==> src/rtl/cache_pkg.sv <==
// Shared types and address-split widths for the direct-mapped cache line controller.
`ifndef CACHE_INDEX_BITS
`define CACHE_INDEX_BITS 6
`endif
`ifndef CACHE_LINES
`define CACHE_LINES 64
`endif

package cache_pkg;

   localparam int IDX_BITS   = `CACHE_INDEX_BITS;
   localparam int LINE_COUNT = `CACHE_LINES;
   localparam int OFS_BITS   = 4;
   localparam int TAG_BITS   = 32 - IDX_BITS - OFS_BITS;

   typedef enum logic [2:0] {
      FLUSH,
      IDLE,
      LOOKUP,
      COMPARE,
      REFILL,
      UPDATE
   } state_t;

   typedef struct packed {
      logic [TAG_BITS-1:0] tag;
      logic [IDX_BITS-1:0] index;
      logic [OFS_BITS-1:0] offset;
   } addr_fields_t;

   function automatic addr_fields_t split_addr(input logic [31:0] addr);
      return addr_fields_t'(addr);
   endfunction

endpackage

==> src/rtl/cache_line_ctrl_if.sv <==
// Pin bundle between the line controller, the core port, the valid/tag RAMs and the refill engine.
interface cache_line_ctrl_if #(
   parameter int INDEX_W = cache_pkg::IDX_BITS,
   parameter int TAG_W   = cache_pkg::TAG_BITS
);

   logic               core_req;
   logic [31:0]        core_addr;
   logic               core_ready;
   logic               core_done;
   logic               core_miss;
   logic               flush_req;
   logic               flush_busy;
   logic [INDEX_W-1:0] v_addr;
   logic               v_in;
   logic               v_write;
   logic               v_out;
   logic [INDEX_W-1:0] t_addr;
   logic [TAG_W-1:0]   t_in;
   logic               t_write;
   logic [TAG_W-1:0]   t_out;
   logic               mem_req;
   logic [31:0]        mem_addr;
   logic               mem_ack;

   modport master (
      input  core_req, core_addr, flush_req, v_out, t_out, mem_ack,
      output core_ready, core_done, core_miss, flush_busy,
             v_addr, v_in, v_write, t_addr, t_in, t_write,
             mem_req, mem_addr
   );

   modport slave (
      output core_req, core_addr, flush_req, v_out, t_out, mem_ack,
      input  core_ready, core_done, core_miss, flush_busy,
             v_addr, v_in, v_write, t_addr, t_in, t_write,
             mem_req, mem_addr
   );

endinterface

==> src/rtl/cache_line_ctrl.sv <==
// Valid/tag RAM controller: hit/miss lookup, line refill handshake and full-cache invalidate sweep.
module cache_line_ctrl #(
   parameter int INDEX_W  = cache_pkg::IDX_BITS,
   parameter int LINES    = cache_pkg::LINE_COUNT,
   parameter int OFFSET_W = cache_pkg::OFS_BITS,
   parameter int TAG_W    = 32 - INDEX_W - OFFSET_W
) (
   input  logic              clk,
   input  logic              rstn,
   cache_line_ctrl_if.master bus
);

   import cache_pkg::*;

   localparam logic [INDEX_W-1:0] LAST_LINE = INDEX_W'(LINES - 1);

   state_t             state_reg;
   logic [INDEX_W-1:0] cnt_reg;
   logic               flush_pend_reg;
   logic [TAG_W-1:0]   tag_reg;
   logic [INDEX_W-1:0] index_reg;

   logic [INDEX_W-1:0] v_addr_reg;
   logic               v_in_reg;
   logic               v_write_reg;
   logic [TAG_W-1:0]   t_in_reg;
   logic               t_write_reg;
   logic               core_done_reg;
   logic               core_miss_reg;
   logic               mem_req_reg;
   logic [31:0]        mem_addr_reg;
   logic               flush_busy_reg;

   addr_fields_t       req_fields;
   logic [OFFSET_W-1:0] unused_offset;

   assign req_fields    = split_addr(bus.core_addr);
   assign unused_offset = req_fields.offset;

   assign bus.core_ready = (state_reg == IDLE) && !bus.flush_req && !flush_pend_reg;
   assign bus.core_done  = core_done_reg;
   assign bus.core_miss  = core_miss_reg;
   assign bus.flush_busy = flush_busy_reg;
   assign bus.v_addr     = v_addr_reg;
   assign bus.v_in       = v_in_reg;
   assign bus.v_write    = v_write_reg;
   assign bus.t_addr     = v_addr_reg;
   assign bus.t_in       = t_in_reg;
   assign bus.t_write    = t_write_reg;
   assign bus.mem_req    = mem_req_reg;
   assign bus.mem_addr   = mem_addr_reg;

   always_ff @(posedge clk or negedge rstn) begin
      if (!rstn) begin
         state_reg      <= FLUSH;
         cnt_reg        <= '0;
         flush_pend_reg <= 1'b0;
         tag_reg        <= '0;
         index_reg      <= '0;
         v_addr_reg     <= '0;
         v_in_reg       <= 1'b0;
         v_write_reg    <= 1'b0;
         t_in_reg       <= '0;
         t_write_reg    <= 1'b0;
         core_done_reg  <= 1'b0;
         core_miss_reg  <= 1'b0;
         mem_req_reg    <= 1'b0;
         mem_addr_reg   <= '0;
         flush_busy_reg <= 1'b1;
      end else begin
         core_done_reg <= 1'b0;
         core_miss_reg <= 1'b0;
         v_write_reg   <= 1'b0;
         t_write_reg   <= 1'b0;

         case (state_reg)
            FLUSH: begin
               // The write of the last line is in flight this cycle, so the sweep is complete.
               if (v_write_reg && (v_addr_reg == LAST_LINE)) begin
                  state_reg      <= IDLE;
                  flush_busy_reg <= 1'b0;
               end else begin
                  v_addr_reg     <= cnt_reg;
                  v_in_reg       <= 1'b0;
                  v_write_reg    <= 1'b1;
                  cnt_reg        <= cnt_reg + INDEX_W'(1);
                  flush_busy_reg <= 1'b1;
               end
            end

            IDLE: begin
               if (bus.flush_req || flush_pend_reg) begin
                  // Issue line 0 on entry so the sweep is exactly LINES busy cycles.
                  flush_pend_reg <= 1'b0;
                  state_reg      <= FLUSH;
                  flush_busy_reg <= 1'b1;
                  v_addr_reg     <= cnt_reg;
                  v_in_reg       <= 1'b0;
                  v_write_reg    <= 1'b1;
                  cnt_reg        <= cnt_reg + INDEX_W'(1);
               end else if (bus.core_req) begin
                  tag_reg    <= req_fields.tag;
                  index_reg  <= req_fields.index;
                  v_addr_reg <= req_fields.index;
                  state_reg  <= LOOKUP;
               end
            end

            LOOKUP: begin
               state_reg <= COMPARE;
            end

            COMPARE: begin
               if (bus.v_out && (bus.t_out == tag_reg)) begin
                  core_done_reg <= 1'b1;
                  state_reg     <= IDLE;
               end else begin
                  core_miss_reg <= 1'b1;
                  mem_req_reg   <= 1'b1;
                  mem_addr_reg  <= {tag_reg, index_reg, {OFFSET_W{1'b0}}};
                  state_reg     <= REFILL;
               end
            end

            REFILL: begin
               if (bus.mem_ack) begin
                  mem_req_reg   <= 1'b0;
                  v_addr_reg    <= index_reg;
                  v_in_reg      <= 1'b1;
                  v_write_reg   <= 1'b1;
                  t_in_reg      <= tag_reg;
                  t_write_reg   <= 1'b1;
                  core_done_reg <= 1'b1;
                  state_reg     <= UPDATE;
               end
            end

            UPDATE: begin
               state_reg <= IDLE;
            end

            default: begin
               state_reg <= FLUSH;
            end
         endcase

         // A flush arriving mid-request waits until the request has finished.
         if (bus.flush_req && (state_reg inside {LOOKUP, COMPARE, REFILL, UPDATE})) begin
            flush_pend_reg <= 1'b1;
         end
      end
   end

endmodule
==> src/flat_wrapper.sv <==
// flat-port wrapper written by rule: the top's interface ports become plain ports
module cache_line_ctrl_flat import cache_pkg::*;
#(
   parameter int INDEX_W  = cache_pkg::IDX_BITS,
   parameter int LINES    = cache_pkg::LINE_COUNT,
   parameter int OFFSET_W = cache_pkg::OFS_BITS,
   parameter int TAG_W    = 32 - INDEX_W - OFFSET_W
)
  (clk, rstn, bus_core_req, bus_core_addr, bus_flush_req, bus_v_out, bus_t_out, bus_mem_ack, bus_core_ready, bus_core_done, bus_core_miss, bus_flush_busy, bus_v_addr, bus_v_in, bus_v_write, bus_t_addr, bus_t_in, bus_t_write, bus_mem_req, bus_mem_addr);
  cache_line_ctrl_if #(.INDEX_W(INDEX_W), .TAG_W(TAG_W)) bus_i ();
  input  logic clk;
  input  logic rstn;
  input wire logic [$bits(bus_i.core_req)-1:0] bus_core_req;
  input wire logic [$bits(bus_i.core_addr)-1:0] bus_core_addr;
  input wire logic [$bits(bus_i.flush_req)-1:0] bus_flush_req;
  input wire logic [$bits(bus_i.v_out)-1:0] bus_v_out;
  input wire logic [$bits(bus_i.t_out)-1:0] bus_t_out;
  input wire logic [$bits(bus_i.mem_ack)-1:0] bus_mem_ack;
  output wire logic [$bits(bus_i.core_ready)-1:0] bus_core_ready;
  output wire logic [$bits(bus_i.core_done)-1:0] bus_core_done;
  output wire logic [$bits(bus_i.core_miss)-1:0] bus_core_miss;
  output wire logic [$bits(bus_i.flush_busy)-1:0] bus_flush_busy;
  output wire logic [$bits(bus_i.v_addr)-1:0] bus_v_addr;
  output wire logic [$bits(bus_i.v_in)-1:0] bus_v_in;
  output wire logic [$bits(bus_i.v_write)-1:0] bus_v_write;
  output wire logic [$bits(bus_i.t_addr)-1:0] bus_t_addr;
  output wire logic [$bits(bus_i.t_in)-1:0] bus_t_in;
  output wire logic [$bits(bus_i.t_write)-1:0] bus_t_write;
  output wire logic [$bits(bus_i.mem_req)-1:0] bus_mem_req;
  output wire logic [$bits(bus_i.mem_addr)-1:0] bus_mem_addr;
  assign bus_i.core_req = bus_core_req;
  assign bus_i.core_addr = bus_core_addr;
  assign bus_i.flush_req = bus_flush_req;
  assign bus_i.v_out = bus_v_out;
  assign bus_i.t_out = bus_t_out;
  assign bus_i.mem_ack = bus_mem_ack;
  assign bus_core_ready = bus_i.core_ready;
  assign bus_core_done = bus_i.core_done;
  assign bus_core_miss = bus_i.core_miss;
  assign bus_flush_busy = bus_i.flush_busy;
  assign bus_v_addr = bus_i.v_addr;
  assign bus_v_in = bus_i.v_in;
  assign bus_v_write = bus_i.v_write;
  assign bus_t_addr = bus_i.t_addr;
  assign bus_t_in = bus_i.t_in;
  assign bus_t_write = bus_i.t_write;
  assign bus_mem_req = bus_i.mem_req;
  assign bus_mem_addr = bus_i.mem_addr;
  cache_line_ctrl #(.INDEX_W(INDEX_W), .LINES(LINES), .OFFSET_W(OFFSET_W), .TAG_W(TAG_W)) u_core (.clk(clk), .rstn(rstn), .bus(bus_i));
endmodule
==> config.mk <==
export PLATFORM = sky130hd
export DESIGN_NAME = cache_line_ctrl_flat
export DESIGN_NICKNAME = d
export VERILOG_FILES = /design/src/rtl/cache_pkg.sv /design/src/rtl/cache_line_ctrl_if.sv /design/src/rtl/cache_line_ctrl.sv /design/src/flat_wrapper.sv
export SDC_FILE = /design/constraint.sdc
export NUM_CORES = 1
export LEC_CHECK = 0
export ABC_AREA = 1
export CORE_ASPECT_RATIO = 0.6
export CORE_UTILIZATION = 43
export DETAILED_ROUTE_END_ITERATION = 6
export PLACE_DENSITY = 0.74
export SYNTH_ARGS = -nofsm -noshare
export SYNTH_HDL_FRONTEND = slang
export SYNTH_SLANG_ARGS = --single-unit
==> constraint.sdc <==
create_clock -name clk -period 1.6 [get_ports clk]
set_input_delay 0.48 -clock clk [delete_from_list [all_inputs] [get_ports clk]]
set_output_delay 0.48 -clock clk [all_outputs]
set_load 0.005 [all_outputs]
==> results.sh <==
export IMPL_outcome="complete, but fails checks"
export IMPL_violations="setup timing"
export IMPL_combPwrFrac=0.469
export IMPL_h_tree_depth=3
export IMPL_clk_latency_ns=0.35
export IMPL_grt_max_degree=39
export IMPL_grt_usage=0.284
export IMPL_drv_slew=0
export IMPL_crit_slowest_cell="dfrtp_1"
export IMPL_tritoncts="done"
export IMPL_post_synth_top_count_cell="nand2_1"
export IMPL_totalWireLength_um=16200
export IMPL_clkPwrFrac=0.172
export IMPL_gp_congestion=0.849
export IMPL_dieHeight_um=81.1
export IMPL_ys_flop_type="dfrtp_1"
export IMPL_synth_seq_cells=101
export IMPL_clock_sinks=101
export IMPL_arrival_ns=2.00
export IMPL_viasPerCell=5.18
export IMPL_p_leak_nw=3.91
export IMPL_p_per_area_nw_per_um2=1660
export IMPL_seqPwrFrac=0.359
export IMPL_yosysSeqAreaShare=0.564
export IMPL_yosysTopAreaCell="dfrtp_1"
export IMPL_io_buffer_count=125
export IMPL_largest_reg_flops=28
export IMPL_dpl_cell_count=798
export IMPL_synthToLayoutAreaGrowth_pct=69.2
export IMPL_clock_tree_root_cell="clkbuf_16"
export IMPL_start_util=0.449
export IMPL_synth_warnings=0
export IMPL_fp_dieW_um=134
export IMPL_fmax_mhz=568
export IMPL_crit_path_cell_trace="nand2_1 > nand2_2 > nor2_4 > nand2_1 > nor2_2 > nand3_2 > nand2_4 > buf_6 > clkinvlp_4 > nand2_2 > nand2_2"
export IMPL_final_layout_size_suffix_gt1_frac=0.372
export IMPL_utilization=0.760
export IMPL_fp_row_count=28
export IMPL_synth_edf_count=0
export IMPL_endpoint_kind="register"
export IMPL_grt_ovfl_total=0
export IMPL_hold_class="input pin to async pin"
export IMPL_coreArea_um2=9980
export IMPL_num_vias=4498
export IMPL_grt_pass1_vias=4318
export IMPL_synth_cells=519
export IMPL_fin_crit_sh=1.10
export IMPL_synth_cell_type_count=33
export IMPL_ant_nets=0
export IMPL_nFillCells=657
export IMPL_fin_nets=790
export IMPL_synthTopCellsByCount="161 x nand2_1, 100 x dfrtp_1, 53 x o21ai_0, 52 x inv_1, 46 x nor2_1"
export IMPL_final_cells=869
export IMPL_first_pass_iters=5
export IMPL_drc=0
export IMPL_crit_fanout=7
export IMPL_setup_slack_ns=-0.161
export IMPL_critPathKind="register to register"
export IMPL_ys_top_cells_by_area="dfrtp_1 56%, nand2_1 13%, o21ai_0 5.9%"
export IMPL_rsz0062_at_grt="yes"
export IMPL_finalCriticalPeriod_ns=1.76
export IMPL_num_io_pins=134
export IMPL_antenna_found_initial=1
export IMPL_async_flop_share=1.00
export IMPL_r2r_slack_ns=-0.16
export IMPL_worst_ep_required_time_ns=1.84
export IMPL_worst_path_most_repeated_cell="nand2_2"
export IMPL_p_sw_frac=0.381
export IMPL_cts_made_buffers=9
export IMPL_vdd_drop_max_mv=0.801
export IMPL_p_int_mw=7.81
export IMPL_fin_skew_ns=0.00797
export IMPL_hold_viol_final=0
export IMPL_die_area_um2=10900
export IMPL_drt_initial_drc_count=345
export IMPL_synth_top_area_frac=0.558
export IMPL_syn_area_per_cell_um2=8.64
export IMPL_grt_pass1_wl_um=22800
export IMPL_slowest_delay_ns=0.39
export IMPL_switchingPower_mw=4.80
export IMPL_wl_per_cell_um=18.6
export IMPL_clkSlewWorstSetupHoldPaths_ns=0.07
export IMPL_clk_path_buf_depth=2
export IMPL_max_cap_violations=0
export IMPL_preCtsSetupSlack_ns=-0.707
export IMPL_hpwlAfterDp_um=9080
export IMPL_synth_cell_area_um2=4490
export IMPL_setup_viol=43
export IMPL_critPathLaunchType="register"
export IMPL_final_setup_tns_ns=-3.20
repair_timing:
item	4_1_cts	5_1_grt
hold buffers	0	0
gates cloned	7	6
pin swaps	28	38
endpoints found under the setup margin	159	91
setup buffers	36	15
resized for setup	188	157
power by group through the flow:
stage	Combinational (mW)	Clock, mW	Sequential, mW
floorplan	2.05	0	4.29
global placement	4.45	0	4.36
detailed placement	4.61	0	4.40
CTS	4.88	2.16	4.35
global route	6.40	2.27	4.63
finish	5.91	2.17	4.53
critical path: cells and delay by family (launching register included):
family / cells / cell delay, ns
and+or+nand+nor: 9 / 0.95
DFF: 1 / 0.39
buffers and inverters: 2 / 0.31
area by class of cell:
type / count / area (µm²) / share of cell area
clock buffers: 10 / 229 / 0.0302
clock inverters: 5 / 52.6 / 0.00692
flip-flops and latches: 101 / 2530 / 0.333
diodes: 1 / 2.50 / 0.000330
well taps: 135 / 169 / 0.0223
inverters: 57 / 233 / 0.0307
multi-input cells: 338 / 2100 / 0.277
repair buffers: 222 / 2280 / 0.300
path summary, 6_finish.rpt:
check	from	to	depth (start not counted)
worst max-delay path	u_core.tag_reg[19]	u_core.bus.mem_addr[9]	11
worst min-delay path	rstn	u_core.bus.t_addr[4]	1
worst max register to register	u_core.tag_reg[19]	u_core.bus.mem_addr[9]	11
worst min register to register	u_core.bus.mem_addr[10]	u_core.bus.mem_addr[10]	2
max in group asynchronous	rstn	u_core.bus.mem_addr[23]	2
min in group clk	u_core.bus.mem_addr[10]	u_core.bus.mem_addr[10]	2
per-layer routing:
| layer | track usage | wire length (µm) | vias to the layer above |
|---|---|---|---|
| li1 | - | - | 2043 |
| met1 | 0.396 | 7050 | 2211 |
| met2 | 0.440 | 7410 | 215 |
| met3 | 0.0749 | 1400 | 29 |
| met4 | 0.0795 | 300 | 0 |
| met5 | 0 | 0 | - |
layout by cell type, fill, tap and decap left out, drive strengths merged:
master,instances
inv,56
bufinv,1
dfrtp,100
or2,1
o221ai,1
nand3b,1
diode,1
xnor2,1
a21oi,29
ha,1
mux2,5
clkbuf,14
nor4,1
nand2,167
o21ai,63
xor2,5
dfstp,1
nor2,49
buf,95
clkinv,3
o31ai,1
conb,4
nand4,2
clkdlybuf4s15,4
clkinvlp,2
dlygate4sd2,89
nand3,7
clkdlybuf4s50,30
logic make-up (layout without fill, tap and decap cells):
group,Yosys count,after routing,synth area share
compound gates,94,94,0.110
xor+xnor,6,6,0.0117
fa+ha+maj,1,1,0.00279
buf+inv,83,294,0.0912
flops,101,101,0.564
mux,5,5,0.0142
other cells,1,5,0.000836
simple gates,228,228,0.206
metrics by stage:
stage / cell area (µm²) / power (mW) / hold WS [ns]
after global routing: 7590 / 13.3 / 0.0416
after floorplan: 4500 / 6.34 / 0.184
after global placement: 6150 / 8.81 / 0.399
after CTS: 7020 / 11.4 / 0.0402
after detailed placement: 6150 / 9.01 / 0.407
final: 7590 / 12.6 / 0.0367
Note: power is estimated with default switching activity, not from simulation.
